[config.mk]
export PLATFORM = sky130hd
export DESIGN_NAME = bus_fabric
export DESIGN_NICKNAME = d
export VERILOG_FILES = /design/src/rtl/bus_fabric.sv
export SDC_FILE = /design/constraint.sdc
export NUM_CORES = 1
export LEC_CHECK = 0
export ABC_CLOCK_PERIOD_IN_PS = 3700
export BUFFER_PORTS_ARGS = -buffer_cell sky130_fd_sc_hd__buf_2
export CAP_MARGIN = 20
export CORE_MARGIN = 2
export CORE_UTILIZATION = 49
export DETAILED_ROUTE_END_ITERATION = 7
export GPL_TIMING_DRIVEN = 0
export PLACE_DENSITY = 0.79
export SLEW_MARGIN = 20
export SYNTH_ARGS = -nofsm -noshare
export SYNTH_HDL_FRONTEND = slang
export SYNTH_SLANG_ARGS = --single-unit
export TNS_END_PERCENT = 50
[constraint.sdc]
create_clock -name clk -period 3.7 [get_ports clk]
set_input_delay 0.37 -clock clk [delete_from_list [all_inputs] [get_ports clk]]
set_output_delay 0.37 -clock clk [all_outputs]
set_load 0.02 [all_outputs]
[src/rtl/bus_fabric.sv]
// bus_fabric: memory-bus interconnect between the picorv32 native memory port
// and NUM_SLAVES slave devices.
//   - per-slave base/mask decode (lowest index wins, status window wins over all)
//   - zero-latency ready path gated by the selected slave
//   - watchdog that answers hung or unmapped accesses with an error response
//   - 8-byte status window (error count/flag, error address) with sticky irq
// Ports:
//   clk, reset_n          clock, asynchronous active-low reset
//   mem_valid/addr/wdata/wstrb  core request (wstrb == 0 means read)
//   mem_ready, mem_rdata  core response
//   slv_sel               one-hot slave select
//   slv_ready, slv_rdata  per-slave done and read data (slot i at [32*i+31:32*i])
//   bus_err_irq           sticky bus-error interrupt, cleared via the status window
module bus_fabric #(
    parameter int unsigned                NUM_SLAVES     = 4,
    parameter logic [32*NUM_SLAVES-1:0]   SLV_BASE       = {32'h80000010, 32'h80000008,
                                                            32'h80000000, 32'h00000000},
    parameter logic [32*NUM_SLAVES-1:0]   SLV_MASK       = {32'hFFFFFFFC, 32'hFFFFFFF8,
                                                            32'hFFFFFFFC, 32'hFFFFE000},
    parameter int unsigned                TIMEOUT_CYCLES = 255,
    parameter logic [31:0]                ERR_RDATA      = 32'hDEADBEEF,
    parameter logic [31:0]                STAT_BASE      = 32'h800000F0,
    parameter int unsigned                CNT_WIDTH      = 16
) (
    input  logic                      clk,
    input  logic                      reset_n,
    input  logic                      mem_valid,
    input  logic [31:0]               mem_addr,
    input  logic [31:0]               mem_wdata,
    input  logic [3:0]                mem_wstrb,
    output logic                      mem_ready,
    output logic [31:0]               mem_rdata,
    output logic [NUM_SLAVES-1:0]     slv_sel,
    input  logic [NUM_SLAVES-1:0]     slv_ready,
    input  logic [32*NUM_SLAVES-1:0]  slv_rdata,
    output logic                      bus_err_irq
);

    localparam int unsigned IDX_W = (NUM_SLAVES > 1) ? $clog2(NUM_SLAVES) : 1;
    localparam int unsigned WD_W  = (TIMEOUT_CYCLES > 1) ? $clog2(TIMEOUT_CYCLES + 1) : 1;

    typedef enum logic [1:0] {
        S_IDLE,
        S_ACTIVE,
        S_ERR,
        S_STAT
    } state_e;

    state_e               state_q, state_d;
    logic [WD_W-1:0]      wd_cnt_q, wd_cnt_d;
    logic [CNT_WIDTH-1:0] err_cnt_q, err_cnt_d;
    logic [31:0]          err_addr_q, err_addr_d;
    logic                 err_is_wr_q, err_is_wr_d;
    logic                 irq_q, irq_d;
    logic [31:0]          resp_q, resp_d;

    logic [NUM_SLAVES-1:0] hit;
    logic                  any_hit;
    logic [IDX_W-1:0]      sidx;
    logic                  stat_hit;
    logic                  wd_expired;
    logic                  sel_ok;
    logic                  sel_ready;
    logic [31:0]           stat_word;
    logic                  stat_clr;
    logic                  unused_wdata;

    // Write data goes straight from the core to the slaves; the fabric never stores it.
    assign unused_wdata = ^mem_wdata;

    always_comb begin
        hit     = '0;
        any_hit = 1'b0;
        sidx    = '0;
        for (int unsigned i = 0; i < NUM_SLAVES; i++) begin
            hit[i] = ((mem_addr & SLV_MASK[32*i +: 32]) == SLV_BASE[32*i +: 32]);
            if (hit[i] && !any_hit) begin
                sidx    = IDX_W'(i);
                any_hit = 1'b1;
            end
        end
    end

    assign stat_hit   = ((mem_addr & 32'hFFFFFFF8) == STAT_BASE);
    assign wd_expired = (TIMEOUT_CYCLES != 0) && (wd_cnt_q == WD_W'(TIMEOUT_CYCLES));

    // The select drops in the timeout cycle unless the slave answers in that very
    // cycle, so a ready coinciding with the timeout still completes normally.
    // reset_n gates the select so it falls asynchronously while reset is held.
    assign sel_ok = reset_n && mem_valid && !stat_hit && any_hit &&
                    ((state_q == S_IDLE) ||
                     ((state_q == S_ACTIVE) && !(wd_expired && !slv_ready[sidx])));
    assign sel_ready = sel_ok && slv_ready[sidx];

    assign slv_sel     = sel_ok ? (NUM_SLAVES'(1) << sidx) : '0;
    assign mem_ready   = sel_ready || (state_q == S_ERR) || (state_q == S_STAT);
    assign mem_rdata   = sel_ok ? slv_rdata[32*sidx +: 32] : resp_q;
    assign bus_err_irq = irq_q;

    always_comb begin
        stat_word                = '0;
        stat_word[CNT_WIDTH-1:0] = err_cnt_q;
        stat_word[31]            = err_is_wr_q;
    end

    assign stat_clr = (state_q == S_STAT) && (mem_wstrb != 4'b0) && !mem_addr[2];

    always_comb begin
        state_d     = state_q;
        wd_cnt_d    = wd_cnt_q;
        resp_d      = resp_q;
        err_cnt_d   = err_cnt_q;
        err_addr_d  = err_addr_q;
        err_is_wr_d = err_is_wr_q;
        irq_d       = irq_q;

        if (stat_clr) begin
            err_cnt_d   = '0;
            err_is_wr_d = 1'b0;
            irq_d       = 1'b0;
        end

        case (state_q)
            S_IDLE: begin
                if (mem_valid) begin
                    if (stat_hit) begin
                        state_d = S_STAT;
                        resp_d  = mem_addr[2] ? err_addr_q : stat_word;
                    end else if (!any_hit) begin
                        state_d = S_ERR;
                        resp_d  = ERR_RDATA;
                    end else if (!sel_ready) begin
                        state_d  = S_ACTIVE;
                        wd_cnt_d = WD_W'(1);
                    end
                end
            end
            S_ACTIVE: begin
                if (sel_ready || !mem_valid) begin
                    state_d = S_IDLE;
                end else if (wd_expired) begin
                    state_d = S_ERR;
                    resp_d  = ERR_RDATA;
                end else begin
                    wd_cnt_d = wd_cnt_q + WD_W'(1);
                end
            end
            S_ERR: begin
                state_d     = S_IDLE;
                err_addr_d  = mem_addr;
                err_is_wr_d = |mem_wstrb;
                irq_d       = 1'b1;
                if (err_cnt_q != '1) begin
                    err_cnt_d = err_cnt_q + CNT_WIDTH'(1);
                end
            end
            S_STAT: begin
                state_d = S_IDLE;
            end
            default: begin
                state_d = S_IDLE;
            end
        endcase
    end

    always_ff @(posedge clk or negedge reset_n) begin
        if (!reset_n) begin
            state_q     <= S_IDLE;
            wd_cnt_q    <= '0;
            resp_q      <= '0;
            err_cnt_q   <= '0;
            err_addr_q  <= '0;
            err_is_wr_q <= 1'b0;
            irq_q       <= 1'b0;
        end else begin
            state_q     <= state_d;
            wd_cnt_q    <= wd_cnt_d;
            resp_q      <= resp_d;
            err_cnt_q   <= err_cnt_d;
            err_addr_q  <= err_addr_d;
            err_is_wr_q <= err_is_wr_d;
            irq_q       <= irq_d;
        end
    end

endmodule

==> results.rst <==
.. list-table::
   :header-rows: 1

   * - Metric
     - Value
   * - Clock insertion delay at the later pin of the skew report
     - ~0.34 ns
   * - Vertical extent of the die
     - 111 µm
   * - WS Path Type
     - input port to primary output
   * - Total inserted antenna cells
     - 0
   * - Most common cell after layout, fill and taps aside
     - buf_2
   * - Share of cell area taken by muxes after synthesis
     - 21.9%
   * - Time the worst path needs with I/O delays and setup
     - 3.61 ns
   * - Sink Count
     - 92
   * - Synth Area in Compound Gates
     - 15.9%
   * - Worst r2r path cells
     - 7
   * - Die ar.
     - 12300 µm²
   * - Crit share post-route
     - 97.6%
   * - Count of TritonRoute iterations in the first routing pass
     - 5
   * - Number of global-route vias before repair
     - about 5.6k
   * - Number of endpoints with negative hold slack in the final report
     - 0
   * - DRT iter0 DRCs
     - 385
   * - Total of warnings raised by yosys
     - 0
   * - All-layer global routing usage
     - 29.3%
   * - Cell Area, Synth
     - roughly 5600 µm²
   * - Port buffer count
     - 206
   * - Final setup fails
     - 0
   * - Largest fanout on the critical path
     - 10
   * - H-Tree Depth
     - 3
   * - Main synth FF type
     - dfrtp_1
   * - Share of post-route cells with drive strength above 1
     - 39.8%
   * - FMAX
     - 277 MHz
   * - Max-capacitance violation count
     - 0
   * - Boundary pin count
     - 241
   * - Combinational family with the most area after synthesis
     - multiplexers
   * - Endpoint of the most critical register-to-register path
     - resp_q[12]$_DFFE_PN0P_
   * - #FFs+latches synth
     - 92
   * - Overall overflow remaining after global route
     - 0
   * - Wire length of the first global-routing pass
     - 28700 µm
   * - Count of non-filler cells in the finished layout
     - between 900 and 1k
   * - Reg-to-reg setup timing slack
     - approximately 1.0 ns
   * - Origin of the worst setup path
     - mem_addr[12]
   * - Largest net degree at the start of global routing
     - 60
   * - Overall via count from detail_route
     - 5581
   * - Buffer type at the clock tree root
     - clkbuf_16
   * - Simple-gate share of the synthesized area
     - 15.5%
   * - Critical path endpoint category
     - primary output
   * - Maximum clock insertion buffer count
     - 2
   * - Initial Util
     - about 50%
   * - Inserted Clock Buffers
     - 9
   * - Origin of the worst min-delay path
     - mem_addr[0]
   * - Core Box Area
     - 11300 µm²
   * - Unrepaired setup endpoints after global routing
     - no
   * - Startpoint of the lowest-slack register-to-register path
     - wd_cnt_q[0]$_DFFE_PN0P_
   * - Post-Route Utilization
     - 63.6%
   * - DRC violation count after routing
     - 0
   * - Result of the run
     - complete, no violations
   * - Clk pin slew, worst setup/hold paths
     - 0.07 ns
   * - Final slew viol count
     - 0
   * - Async set or reset register ratio after synthesis
     - 100%
   * - Via density per instance
     - 5.99
   * - Post-Route Skew
     - 0.00427 ns
   * - Path type of the worst min-delay path
     - input port to register
   * - Hold Crit Depth
     - 2
   * - Commonest cells after routing, fill and taps aside
     - buf_2, dfrtp_1, mux2_2, nor2_1, mux2i_1
   * - Req. time, crit path
     - 3.33 ns
   * - CTS tree
     - yes
   * - Number of core rows
     - 39
   * - IR drop worst, VDD
     - 0.000248 V
   * - Share of the synthesized netlist area taken by xor and xnor gates
     - less than 1%
   * - Number of antenna violations at the first check in global routing
     - 0
   * - Total Routed Length
     - 18000 µm
   * - Placer Congestion
     - a little under 1
   * - Drt wl/cell
     - 19.3 µm
   * - Kind of launch point of the worst setup path
     - input port
   * - Worst Path Arrival
     - 3.24 ns
   * - Avg Cell Area, Syn
     - 9.90 µm²
   * - Leakage
     - 3.27 nW
   * - Worst rel slew slack
     - a little under half
   * - Least-Margin Pin Slew
     - 0.799 ns
   * - Fraction of the yosys area taken by sequential cells
     - 41.2%
   * - Pwr per Cell Area
     - 360 nW/µm²
   * - EDFF count, synth
     - 0
   * - NumNets Final
     - around 990
   * - Number of distinct standard cells referenced by the synthesized netlist
     - ~50
   * - Synth Area in Adders
     - 0.447%
   * - Count of placed standard cells including taps
     - 915
   * - Number of nets produced by synthesis
     - 770
   * - Antenna violation net count after detailed routing
     - 0
   * - Gate count after technology mapping
     - 565
   * - Die boundary width
     - 111 µm
   * - Endpoint with the worst hold slack
     - err_addr_q[0]$_DFFE_PN0P_
   * - Area added between synthesis and finish
     - 28.3%
   * - Detailed-placement wirelength estimate
     - 14100 µm
## metal layers
layer	vias up	GRT usage [%]	wire length (µm)
li1	2552	-	-
met1	2687	37.4	7400
met2	311	49.9	8810
met3	31	5.14	1320
met4	0	11.1	483
met5	-	0	0
## area by class of cell
type                    instances  area [µm²]
clock buffers                  11         243
clock inverters                 5        60.1
flip-flops and latches         92        2300
multi-input cells             416        3060
plain buffers                  38         186
inverters                      19        71.3
well taps                     143         179
repair buffers                208        1070
fillers                       914        4100
## cell usage after synthesis, types with 15 or more instances
cell type	n	area [µm²]
nand3_1	16	80.1
o21ai_0	18	90.1
a221o_1	17	170
mux2i_1	48	480
inv_1	19	71.3
a22oi_1	31	233
nor2_1	52	195
dfrtp_1	92	2300
a221oi_1	15	131
mux2_2	66	743
a21oi_1	16	80.1
clkbuf_1	25	93.8
nand2_1	42	158
## cells by family (layout without fill, tap and decap cells)
family	Yosys count	in the layout
buffers and inverters	57	281
adders and majority gates	2	2
muxes	114	114
DFF	92	92
AOI/OAI and AO/OA	121	121
xor gates and xnor gates	4	4
and+or+nand+nor	175	175
## worst max-delay path by stage
| stage | slack [ns] | endpoint | cells after the start |
|---|---|---|---|
| after detailed placement | -0.03 | mem_rdata[27] | 10 |
| final | 0.09 | mem_rdata[27] | 10 |
| after global placement | -0.33 | mem_rdata[31] | 6 |
| after floorplan | 0.45 | slv_sel[1] | 7 |
| after CTS | 0.03 | mem_rdata[27] | 11 |
| after global routing | 0.005 | mem_rdata[27] | 10 |
## what timing repair did
| action | 4_1_cts | 5_1_grt |
|---|---|---|
| endpoints found under the hold margin | 36 | 0 |
| resized for setup | 1 | 10 |
| setup endpoints to repair | 4 | 20 |
| hold buffers | 1 | 0 |
| buffers inserted | 0 | 0 |
## per-stage QoR
stage | TNS [ns] | hold WS, ns | power, mW | worst slack [ns] | instance area, µm²
2_1_floorplan | 0 | 0.0744 | 1.44 | 0.451 | 5590
3_3_place_gp | -5.10 | 0.457 | 1.62 | -0.333 | 6800
3_5_place_dp | -0.0252 | 0.286 | 1.65 | -0.0252 | 6840
4_1_cts | 0 | 0.260 | 2.58 | 0.0276 | 7150
5_1_grt | 0 | 0.260 | 2.69 | 0.00531 | 7170
6_report | 0 | 0.259 | 2.58 | 0.0906 | 7170
## flip-flops by register name, summed over array words and instances, names as in the netlist
name         cells
wd_cnt_q         8
err_addr_q      32
state_q          2
resp_q          32
err_is_wr_q      1
err_cnt_q       16
bus_err_irq      1
## worst max-delay path: stages
cell	delay, ns
buf_2	0.10
or4b_4	0.58
or3_4	0.40
or3_1	0.38
nor3_2	0.28
buf_2	0.34
buf_2	0.29
a221oi_1	0.13
mux2i_1	0.16
buf_2	0.19
## power breakdown
part	switching, mW	internal, mW
sequential	0.106	1.11
combinational	0.209	0.217
clock	0.395	0.545
total	0.709	1.87
Note: power is estimated with default switching activity, not from simulation.
